## config.mk

```make
export PLATFORM = sky130hd
export DESIGN_NAME = register_schreib_arbiter
export DESIGN_NICKNAME = d
export VERILOG_FILES = /design/src/rtl/register_schreib_arbiter.sv
export SDC_FILE = /design/constraint.sdc
export NUM_CORES = 1
export LEC_CHECK = 0
export ABC_AREA = 1
export BUFFER_PORTS_ARGS = -buffer_cell sky130_fd_sc_hd__buf_2
export CAP_MARGIN = 20
export CORE_MARGIN = 5
export CORE_UTILIZATION = 54
export DETAILED_ROUTE_END_ITERATION = 10
export GPL_ROUTABILITY_DRIVEN = 0
export PLACE_DENSITY = 0.78
export SYNTH_ARGS = -nofsm -noshare
export SYNTH_HDL_FRONTEND = slang
export SYNTH_SLANG_ARGS = --single-unit
```

## constraint.sdc

```tcl
create_clock -name Clock -period 1.8 [get_ports Clock]
set_clock_uncertainty 0.15 [all_clocks]
set_input_delay 0.18 -clock Clock [delete_from_list [all_inputs] [get_ports Clock]]
set_output_delay 0.18 -clock Clock [all_outputs]
set_load 0.01 [all_outputs]
```

## src/rtl/register_schreib_arbiter.sv

```systemverilog
// register_schreib_arbiter
// Shares the single write port of the register file between the ALU and the
// load unit, using round-robin arbitration. It also keeps a busy scoreboard
// so that decode can stall on read-after-write hazards.
//
// Ports
//   Clock, Reset (async, active low)
//   AluGueltig/AluRegister/AluDaten -> AluBereit     : ALU writeback request
//   LadeGueltig/LadeRegister/LadeDaten -> LadeBereit : load writeback request
//   ZielRegister/ZielDaten/Schreibsignal             : registered write command
//   ReservierGueltig/ReservierRegister               : issue-time reservation
//   AbfrageRegister1/2 -> Belegt1/2                  : combinational busy lookup
module register_schreib_arbiter #(
   parameter int DATENBREITE  = 32,
   parameter int ADRESSBREITE = 6
) (
   input  logic                    Clock,
   input  logic                    Reset,
   input  logic                    AluGueltig,
   input  logic [ADRESSBREITE-1:0] AluRegister,
   input  logic [DATENBREITE-1:0]  AluDaten,
   output logic                    AluBereit,
   input  logic                    LadeGueltig,
   input  logic [ADRESSBREITE-1:0] LadeRegister,
   input  logic [DATENBREITE-1:0]  LadeDaten,
   output logic                    LadeBereit,
   output logic [ADRESSBREITE-1:0] ZielRegister,
   output logic [DATENBREITE-1:0]  ZielDaten,
   output logic                    Schreibsignal,
   input  logic                    ReservierGueltig,
   input  logic [ADRESSBREITE-1:0] ReservierRegister,
   input  logic [ADRESSBREITE-1:0] AbfrageRegister1,
   input  logic [ADRESSBREITE-1:0] AbfrageRegister2,
   output logic                    Belegt1,
   output logic                    Belegt2
);

   localparam int NREG = 1 << ADRESSBREITE;

   typedef enum logic {
      QUELLE_ALU  = 1'b0,
      QUELLE_LADE = 1'b1
   } quelle_e;

   quelle_e                 letzter_q;
   logic [ADRESSBREITE-1:0] ziel_reg_q;
   logic [DATENBREITE-1:0]  ziel_daten_q;
   logic                    schreib_q;
   logic [NREG-1:0]         belegt_q, belegt_d;
   logic                    alu_gewinnt, lade_gewinnt;

   // The source that did not win last time takes a conflict. An uncontested
   // source always wins.
   assign alu_gewinnt  = AluGueltig  & (~LadeGueltig | (letzter_q == QUELLE_LADE));
   assign lade_gewinnt = LadeGueltig & (~AluGueltig  | (letzter_q == QUELLE_ALU));

   // Gate with Reset so that neither source sees an accept while reset is held.
   assign AluBereit  = Reset & alu_gewinnt;
   assign LadeBereit = Reset & lade_gewinnt;

   // The clear is applied first and the set second, so a reservation made on
   // the same edge as the commit wins. The newer instruction owns the register.
   always_comb begin
      belegt_d = belegt_q;
      if (schreib_q)
         belegt_d[ziel_reg_q] = 1'b0;
      if (ReservierGueltig)
         belegt_d[ReservierRegister] = 1'b1;
      belegt_d[0] = 1'b0;
   end

   always_ff @(posedge Clock or negedge Reset) begin
      if (!Reset) begin
         letzter_q    <= QUELLE_LADE;
         ziel_reg_q   <= '0;
         ziel_daten_q <= '0;
         schreib_q    <= 1'b0;
         belegt_q     <= '0;
      end else begin
         belegt_q <= belegt_d;
         if (alu_gewinnt) begin
            ziel_reg_q   <= AluRegister;
            ziel_daten_q <= AluDaten;
            schreib_q    <= |AluRegister;   // r0 completes the handshake but is not written
            letzter_q    <= QUELLE_ALU;
         end else if (lade_gewinnt) begin
            ziel_reg_q   <= LadeRegister;
            ziel_daten_q <= LadeDaten;
            schreib_q    <= |LadeRegister;
            letzter_q    <= QUELLE_LADE;
         end else begin
            schreib_q    <= 1'b0;
         end
      end
   end

   assign ZielRegister  = ziel_reg_q;
   assign ZielDaten     = ziel_daten_q;
   assign Schreibsignal = schreib_q;
   assign Belegt1       = belegt_q[AbfrageRegister1];
   assign Belegt2       = belegt_q[AbfrageRegister2];

endmodule

```

# After elaboration in Yosys (flattened, before gate mapping)
# Index checks and enable logic that the tools add are counted.
[word_totals]
register_bits = 103
latchBits = 0
ramBits = 0
romBits = 0
out_inout_bits = 43
word_cells = 46
n_memories = 0
[classes]
add_sub_neg = 0
n_mul = 0
div = 0
n_lt_le_gt_ge = 6
eq_ne = 0
shift = 0
n_mux = 18
n_bitwise = 12
n_reduce_logical = 5
[ops]
columns = ["cell", "n"]
rows = [
  ["$mux 64", 2],
  ["$and 64x64->64", 1],
  ["$mux 32", 2],
  ["$not 64->64", 1],
  ["$or 64x64->64", 1],
  ["$lt 6x7->1 const B", 4],
  ["$bmux 1 s6", 2],
  ["$demux 1 s6", 2],
  ["$ge 6x1->1 const B", 2],
  ["$mux 6", 2],
  ["$reduce_or 6->1", 2],
  ["$mux 1", 8],
  ["$and 1x1->1", 4],
  ["$not 1->1", 3],
  ["$logic_and 1x1->1", 2],
  ["$or 1x1->1", 2],
  ["$reduce_bool 2->1", 1],
]

# Depth between registers and ports, before layout
# Gate-level depths: netlist of the first run.
[logic_depth]
word_depth = 9
mapped_depth = 11

# Worst setup path before layout of the first run
# Ideal clock, no wire load.
[synth_timing]
path_kind = "register to register"
startpoint = "register letzter_q"
endpoint = "register ziel_reg_q[0] (netlist: ZielRegister[0])"
setup_time_ps = 126
arrival_time_ps = 1150
t_required_ps = 1524
path_slack_ps = 374
path_stages_with_launch = 7
n_path_buf = 1
period_less_slack_ps = 1426
cell_sequence = "dfstp_2 nand2_1 nand2_1 nand2_4 buf_6 o21ai_1 o22ai_2"
[synth_via]
elab_chain_len = 4
word_cells_on_any_way = 7
cone_classes = "1 x mux; 5 x bitwise; 1 x reduce/logical"
[synth_lines]
columns = ["element", "line_no", "rtl"]
rows = [
  ["start, declared", "45", "quelle_e letzter_q;"],
  ["start signal, assigned", "74", "letzter_q <= QUELLE_LADE;"],
  ["start signal, assigned", "85", "letzter_q <= QUELLE_ALU;"],
  ["start signal, assigned", "90", "letzter_q <= QUELLE_LADE;"],
  ["$not 1->1", "55", "assign lade_gewinnt = LadeGueltig & (~AluGueltig | (letzter_q == QUELLE_ALU));"],
  ["$or 1x1->1", "55", ""],
  ["$and 1x1->1", "55", ""],
  ["$reduce_bool 2->1 (no line)", "n/a", ""],
  ["end signal, assigned", "82", "ziel_reg_q <= AluRegister;"],
  ["end signal, assigned", "87", "ziel_reg_q <= LadeRegister;"],
  ["end, declared", "46", "logic [ADRESSBREITE-1:0] ziel_reg_q;"],
]
# Parallel ways exist; a longest one is shown, timed or not.
# A chain may end at the register's enable or synchronous reset.

# Worst setup path after layout of the first run
[layout_timing]
startpoint = "register letzter_q"
endpoint = "register ziel_daten_q[0] (netlist: ZielDaten[0])"
[layout_via]
elab_chain_len = 4
word_cells_on_any_way = 7
cone_classes = "1 x mux; 5 x bitwise; 1 x reduce/logical"
[layout_lines]
columns = ["element", "line_no", "rtl"]
rows = [
  ["$not 1->1", "55", ""],
  ["$or 1x1->1", "55", ""],
  ["$and 1x1->1", "55", ""],
  ["$reduce_bool 2->1 (no line)", "n/a", ""],
  ["end signal, assigned", "83", "ziel_daten_q <= AluDaten;"],
  ["end signal, assigned", "88", "ziel_daten_q <= LadeDaten;"],
  ["end, declared", "47", "logic [DATENBREITE-1:0] ziel_daten_q;"],
]
# Parallel ways exist; a longest one is shown, timed or not.

==> impl_metrics.tcl, run 1 <==
set metrics [dict create \
    clk_latency_ps 360 \
    fin_area_mm2 0.007936 \
    stdcell_count 1154 \
    path_clk_slew_ps 90 \
    start_util_pct 54.65 \
    slew_headroom_pct 62.74 \
    rows 38 \
    vdd_ir_drop_max_v 0.0005295 \
    ant_nets 0 \
    synth_top_area_cell "dfrtp_1" \
    worstSetupEndpointType "flop" \
    fin_crit_ps 1893 \
    status "finished, violations left" \
    cts_tree "built" \
    finalSetupViolCount 3 \
    route.met3.wl_um 2972 \
    hold_viol_final 0 \
    grt_antenna_before_repair 0 \
    ys.flop_type "dfrtp_1" \
    synth_cells 794 \
    drv_cap 0 \
    clk_root_buffer_cell "clkbuf_8" \
    async_flop_share_pct 100.0 \
    ys_seq_area_share_pct 43.72 \
    nets 1108 \
    first_global_vias 6848 \
    tightestPinTransition_ps 559.0 \
    die-area_mm2 0.01311 \
    dp_cells 1045 \
    vias_per_cell 6.219 \
    antenna_cells 0 \
    worstPathRequired_ps 1870 \
    ios 142 \
    synth_common_cells "173 x nand2_1, 157 x nand3_1, 121 x o21ai_0, 102 x dfrtp_1, 72 x o21ai_1" \
    cellPowerDensity_mw_per_mm2 1036 \
    synthTopCellsByArea "dfrtp_1 43%, nand3_1 13%, nand2_1 11%, o21ai_0 10%, o21ai_1 6.1%" \
    hold_class "primary input to flop" \
    synth_edf_count 0 \
    setup_slack_ps -92.96 \
    rsz0062_at_grt "yes" \
    layout-drive-gt1-share_pct 23.87 \
    grtUsageTotal_pct 34.21 \
    yosys_warnings 0 \
    post-place-ws_ps 106.2 \
    cp.arrival_ps 1960 \
    vias 7177 \
    io_buffer_count 141 \
    synth_cell_type_count 21 \
    cts_buffers 9 \
    met2WireLength_um 10750 \
    leakagePower_nw 3.654 \
    hpwl_um 12970 \
    crit_fanout 44 \
    total_power_w 0.008222 \
    core_area_mm2 0.01079 \
    synth_fp_nets 893 \
    grt_pass1_wl_um 35570 \
    wl_um 23530 \
    reg2reg_slack_ps -90 \
    topRoutingLayerUsed "met4" \
    violations "negative setup slack" \
    wl_per_cell_um 20.39 \
    yosysMostFrequentCell "nand2_1" \
    die_h_um 114.5 \
    htreeDepth 3 \
    yosys.area.top_type_share_pct 43.28 \
    critPathLaunchType "flop" \
    cts_buffer_depth 2 \
    max_freq_mhz 528.3 \
    area_delta_synth_final_pct 34.56 \
    drt_iter0_markers 1002 \
    met1_length_um 8709 \
    die_x_um 114.5 \
    post-route-period-util_pct 105.2 \
    ys_seq_elements 103 \
    cts.sinks 103 \
    drtPass1Iterations 6 \
    grt_max_degree 104 \
    grt-ovfl-total 0 \
    drc 0 \
    worst-setup-path-type "flop to flop" \
    finalMaxSlewViolations 0 \
    placed_area_mm2 0.006679 \
    synth_area_mm2 0.005898 \
    avgSynthCellArea_um2 7.428 \
]
[flip-flops by register name, summed over array words and instances (netlist names)]
| register | flops |
|---|---|
| letzter_q | 1 |
| belegt_q | 63 |
| ZielRegister | 6 |
| ZielDaten | 32 |
| Schreibsignal | 1 |
[through the flow]
| stage | setup TNS, ps | hold slack [ps] | util (%) |
|---|---|---|---|
| 6_report | -185.1 | 23.25 | 73.53 |
| 5_1_grt | -383.7 | 24.07 | 73.53 |
| 4_1_cts | -25.42 | 5.741 | 71.49 |
| 3_5_place_dp | 0 | 140.9 | 61.88 |
| 3_3_place_gp | 0 | 140.1 | 61.88 |
| 2_1_floorplan | 0 | -265.6 | - |
[final timing paths]
check / startpoint / to / cells past startpoint
max: letzter_q / ZielDaten[0] / 5
min: ReservierRegister[2] / belegt_q[59] / 4
max reg2reg: letzter_q / ZielDaten[0] / 5
min reg2reg: ZielDaten[14] / ZielDaten[14] / 2
max in group asynchronous: Reset / belegt_q[58] / 3
min in group asynchronous: Reset / ZielDaten[29] / 3
[kinds of logic (layout without fill, tap and decap cells)]
| family | after synthesis | in the layout | synth area share [%] |
|---|---|---|---|
| AOI/OAI and AO/OA | 204 | 204 | 18.39 |
| buffers and inverters | 92 | 312 | 8.125 |
| DFF | 103 | 103 | 43.72 |
| and+or+nand+nor | 395 | 395 | 29.76 |
[power by group]
group	switching, W	internal (W)	total (W)
clock	0.000775	0.000725	0.00150
combinational	0.00162	0.00118	0.00280
sequential	0.000817	0.00311	0.00392
total	0.00322	0.00501	0.00822
[cells in the final DEF, fill, tap and decap left out, types with 15 or more instances in the layout]
cell,instances
o21ai_1,74
nand3_2,15
buf_2,140
dfrtp_1,101
buf_4,20
nand2_1,164
o21ai_0,119
nand3_1,142
dlygate4sd3_1,77
inv_1,35
nor2_1,42
[per-layer routing]
layer,up-vias,GRT usage [%]
met1,3297,45.06
met4,0,13.30
met3,136,8.351
met5,-,0
li1,3139,-
met2,605,54.56
[cell type report]
class	instances	area [µm²]
clock inverters	1	30.03
inverters	49	183.9
repair buffers	247	1844
fillers	721	2856
flip-flops and latches	103	2580
clock buffers	15	166.4
well taps	140	175.2
multi-input cells	599	2957
[critical path, stage by stage (launching register included)]
cell and delay, ps:
dfstp_2 580, o21ai_4 90, buf_4 170, nand2_8 230
o21ai_1 160, o21ai_0 360
[timing repair]
item,4_1_cts,5_1_grt
hold buffers,77,0
pin swaps,9,20
cloned,1,2
endpoints found under the setup margin,4,37
endpoints found under the hold margin,142,0
buffers inserted,2,11
gates resized for setup,10,25
(Power assumes the default switching activity.)
==> inputs of run 2 (changes only) <==
CORE_UTILIZATION = 40   (was 54)
PLACE_DENSITY = 0.61   (was 0.78)
==> impl_metrics.tcl, run 2 (synthesis results as in run 1) <==
set metrics [dict create \
    status "finished, violations left" \
    violations "negative setup slack" \
    path_buf_inv 1 \
    worst-setup-path-type "flop to output pin" \
    largest_reg_flops 63 \
    cts_buffers 9 \
    rows 44 \
    ios 142 \
    fin_tns_setup_ps -25.02 \
    grt_antenna_before_repair 0 \
    clk_latency_ps 340 \
    total_power_w 0.009169 \
    r2r.worst_path.cells 4 \
    hold_ws_ps 9.476 \
    drv_cap 0 \
    largest_register "belegt_q" \
    tightestPinTransition_ps 588.0 \
    fin_crit_ps 1824 \
    critPathLaunchType "flop" \
    clk_root_buffer_cell "clkbuf_16" \
    cellPowerDensity_mw_per_mm2 1118 \
    vias_per_cell 5.521 \
    hpwl_um 13920 \
    cts_buffer_depth 2 \
    antenna_cells 0 \
    cpPeakStageDelay_ps 430 \
    ant_nets 0 \
    die_x_um 131.4 \
    seq_area_mm2 0.002580 \
    post-route-period-util_pct 101.3 \
    worstSetupEndpointType "output pin" \
    first_global_vias 6282 \
    reg2reg_slack_ps 120 \
    hold_path_depth 4 \
    area_delta_synth_final_pct 39.10 \
    vias 6625 \
    mostFrequentLayoutCells "161 x nand2_1, 142 x nand3_1, 140 x buf_2" \
    core_area_mm2 0.01448 \
    finalSetupViolCount 2 \
    hold_end "belegt_q[57]" \
    grtUsageTotal_pct 23.20 \
    worstPathRequired_ps 1470 \
    setup_slack_ps -23.88 \
    wl_um 21060 \
    grt_pass1_wl_um 33220 \
    hold_class "primary input to flop" \
    nets 1110 \
    drc 0 \
    wl_per_cell_um 17.55 \
    cp_slowest_cell "dfrtp_1" \
    vdd_ir_drop_max_v 0.0005550 \
    fillers 1290 \
    slew_headroom_pct 60.80 \
    layout-drive-gt1-share_pct 24.70 \
    multi_input_area_mm2 0.002963 \
    drt_iter0_markers 732 \
    critical_path.top_delay_family "simple AND/OR/NAND/NOR gates" \
    cts_tree "built" \
    rsz0062_at_grt "yes" \
    io_buffer_count 141 \
    crit_fanout 3 \
    mostFrequentLayoutCell "nand2_1" \
    max_freq_mhz 548.3 \
    min_from "ReservierRegister[2]" \
    die_h_um 131.4 \
    die-area_mm2 0.01727 \
    start_util_pct 40.74 \
    reg2reg_from "letzter_q" \
    cts.sinks 103 \
    path_clk_slew_ps 70 \
    grt-ovfl-total 0 \
    crit_top_cell "nand3_1" \
    finalMaxSlewViolations 0 \
    leakagePower_nw 3.752 \
    regToRegEndpoint "ZielDaten[31]" \
    crit_chain "nand2_1, nand3_1, nand3_1, nand2_2, nand2_1, nand3_1, nand3_1, nand2_1, buf_2" \
    grt_max_degree 104 \
    htreeDepth 3 \
    drtPass1Iterations 5 \
    cp.arrival_ps 1490 \
    fin_util_pct 56.66 \
    hold_viol_final 0 \
]
-- run 2: cell types whose count changed in the layout (fill, tap and decap cells not counted), moves of 3 or more --
cell,before,now
clkbuf_8,11,0
clkbuf_16,2,11
bufinv_16,1,5
clkbuf_1,4,0
nand2_1,164,161
-- run 2: area by class of cell --
cell class	count	area share, %
Multi-Input combinational cell	599	36.11
Sequential cell	103	31.45
Clock buffer	9	2.745
Clock inverter	7	2.044
Tap cell	184	2.806
Timing Repair Buffer	249	22.60
Inverter	49	2.242
-- run 2: power by group --
group	internal (W)	leakage [nW]	switching, W
Clock	0.00165	0.190	0.000879
Combinational	0.00118	2.42	0.00152
Sequential	0.00311	1.14	0.000828
-- run 2: layer usage --
layer | vias up | track usage, % | share of wire (%)
met4 | 0 | 7.029 | 2.3
met5 | - | 0 | 0
met2 | 287 | 36.48 | 46
li1 | 3150 | - | -
met1 | 3148 | 32.59 | 44
met3 | 40 | 4.472 | 7.8
-- run 2: worst max-delay path by stage --
stage	start	to	slack, ps	cells past startpoint
finish	belegt_q[8]	Belegt2	-20	9
global placement	letzter_q	ZielRegister[0]	190	5
floorplan	letzter_q	ZielRegister[0]	370	6
CTS	letzter_q	LadeBereit	-40	5
detailed placement	letzter_q	ZielRegister[0]	140	5
global route	belegt_q[5]	Belegt2	-110	9
-- run 2: stage by stage --
step	cells	instance area, µm²	setup slack (ps)
6_report	1200	8204	-23.88
5_1_grt	1200	8204	-109.8
4_1_cts	1187	7955	-35.43
3_5_place_dp	1093	6764	139.6
3_3_place_gp	1093	6764	190.5
2_1_floorplan	794	5898	373.7
-- run 2: timing repair --
item                                    4_1_cts  5_1_grt
resized for setup                             9       32
hold buffers                                 77        0
pin swaps                                    13       31
endpoints found under the setup margin        4        7
hold endpoints to repair                    141        0
buffers inserted                              1       11
gates cloned                                  0        2
-- run 2: tightest hold or removal path: stages --
cell and delay [ps]:
buf_2 120, nor3_1 60, inv_1 40, o21ai_0 60
==> inputs of run 3 (changes only) <==
CORE_UTILIZATION = 35   (was 40)
GPL_TIMING_DRIVEN = 0   (was unset)
PLACE_DENSITY = 0.54   (was 0.61)
TNS_END_PERCENT = 50   (was unset)
==> impl_metrics.tcl, run 3 (synthesis results as in run 1) <==
set metrics [dict create \
    met1_length_um 9657 \
    vias_per_cell 5.235 \
    grt-ovfl-total 0 \
    hold_class "primary input to asynchronous set/reset pin" \
    finalMaxSlewViolations 0 \
    clk_root_buffer_cell "clkbuf_16" \
    fin_util_pct 49.46 \
    max_freq_mhz 547.0 \
    start_util_pct 35.57 \
    leakagePower_nw 3.740 \
    fin_tns_setup_ps -50.28 \
    status "finished, violations left" \
    antenna_cells 0 \
    grtUsageTotal_pct 22.25 \
    largest_register "belegt_q" \
    met2WireLength_um 10330 \
    drv_cap 0 \
    cp.arrival_ps 1500 \
    area_delta_synth_final_pct 39.05 \
    die_x_um 139.8 \
    ant_nets 0 \
    core_area_mm2 0.01658 \
    cts.sinks 103 \
    setup_slack_ps -28.15 \
    total_power_w 0.008862 \
    violations "negative hold slack, negative setup slack" \
    grt_max_degree 60 \
    ios 142 \
    worst-setup-path-type "flop to output pin" \
    mostFrequentLayoutCell "nand2_1" \
    fin_crit_ps 1828 \
    cts_buffer_depth 2 \
    hpwl_um 16180 \
    cellPowerDensity_mw_per_mm2 1080 \
    grt_antenna_before_repair 0 \
    rows 47 \
    first_global_vias 6535 \
    layout-drive-gt1-share_pct 26.85 \
    route.met3.wl_um 1745 \
    rsz0062_at_grt "yes" \
    worstPathRequired_ps 1470 \
    hold_viol_final 44 \
    vias 6533 \
    cts_tree "built" \
    slew_headroom_pct 57.28 \
    die-area_mm2 0.01955 \
    drt_iter0_markers 439 \
    io_buffer_count 134 \
    largest_reg_flops 63 \
    post-route-period-util_pct 101.6 \
    nets 1122 \
    grt_pass1_wl_um 35100 \
    path_clk_slew_ps 70 \
    drc 0 \
    finalSetupViolCount 2 \
    htreeDepth 3 \
    tightestPinTransition_ps 640.7 \
    drtPass1Iterations 5 \
    vdd_ir_drop_max_v 0.0005036 \
    topRoutingLayerUsed "met4" \
    cts_buffers 9 \
    critPathLaunchType "flop" \
    wl_per_cell_um 17.73 \
    crit_fanout 3 \
    wl_um 22130 \
    cts_hold_buf 74 \
    hold_ws_ps -307.0 \
    mostFrequentLayoutCells "162 x nand2_1, 151 x buf_2, 132 x nand3_1" \
    clk_latency_ps 350 \
    fillers 1666 \
    worstSetupEndpointType "output pin" \
    die_h_um 139.8 \
]
run 3: changes by cell type in the layout (fill, tap and decap cells not counted), moves of 3 or more:
cell           before  now
buf_2             140  151
dfrtp_1           101   95
buf_12              8    1
dlygate4sd3_1      77   74
buf_6               0    9
nand3_1           142  132
bufinv_16           5    2
dfrtp_2             1    7
nand3_2            15   25
run 3: cell type report:
class                      instances  area, µm²  area share [%]
tap                              220      275.3           3.356
buffer                            41      289.0           3.524
clock inverter                     7      103.9           1.266
sequential                       103       2587           31.55
timing repair buffer             220       1536           18.73
clock buffer                       9      225.2           2.746
multi-input combinational        599       3000           36.58
inverter                          49      183.9           2.243
run 3: worst max-delay path, stage by stage, from the launching register on:
cell	delay (ps)
dfrtp_1	420
nand2_1	80
nand3_1	120
nand3_2	120
nand2_1	60
nand2_1	50
nand3_1	60
nand3_1	80
nand2_1	50
buf_2	130
run 3: power breakdown:
group / switching (W) / total (W) / internal (W)
Sequential: 0.000844 / 0.00396 / 0.00312
Combinational: 0.00156 / 0.00275 / 0.00119
Clock: 0.000914 / 0.00215 / 0.00124
Total: 0.00331 / 0.00886 / 0.00555
run 3: path summary, 6_finish.rpt:
path                                 start              end  slack, ps  cells after the start
min in group Clock          AluRegister[3]  ZielRegister[3]        -10                      3
min reg2reg                  ZielDaten[31]    ZielDaten[31]        370                      2
max                           belegt_q[11]          Belegt1        -30                      9
min                                  Reset      belegt_q[4]       -310                      1
max reg2reg                ZielRegister[1]     belegt_q[18]        160                      5
max in group asynchronous            Reset     belegt_q[51]       1070                      2
run 3: timing repair:
action,4_1_cts,5_1_grt
endpoints found under the setup margin,4,28
setup buffers,0,11
pin swaps,3,39
endpoints found under the hold margin,81,43
resized for setup,6,44
run 3: per-layer routing:
| metal | vias up | track usage (%) |
|---|---|---|
| li1 | 3164 | - |
| met1 | 3074 | 29.89 |
| met2 | 259 | 36.06 |
| met3 | 36 | 5.180 |
| met4 | 0 | 6.272 |
| met5 | - | 0 |
run 3: metrics by stage:
stage	hold WS (ps)	instance area, µm²	std cells	worst slack, ps
finish	-307.0	8202	1248	-28.15
global route	-265.0	8202	1248	-132.5
CTS	-280.9	7961	1238	-47.95
detailed placement	92.41	6874	1149	112.2
global placement	290.2	6844	1148	-1208
floorplan	-265.6	5898	794	373.7
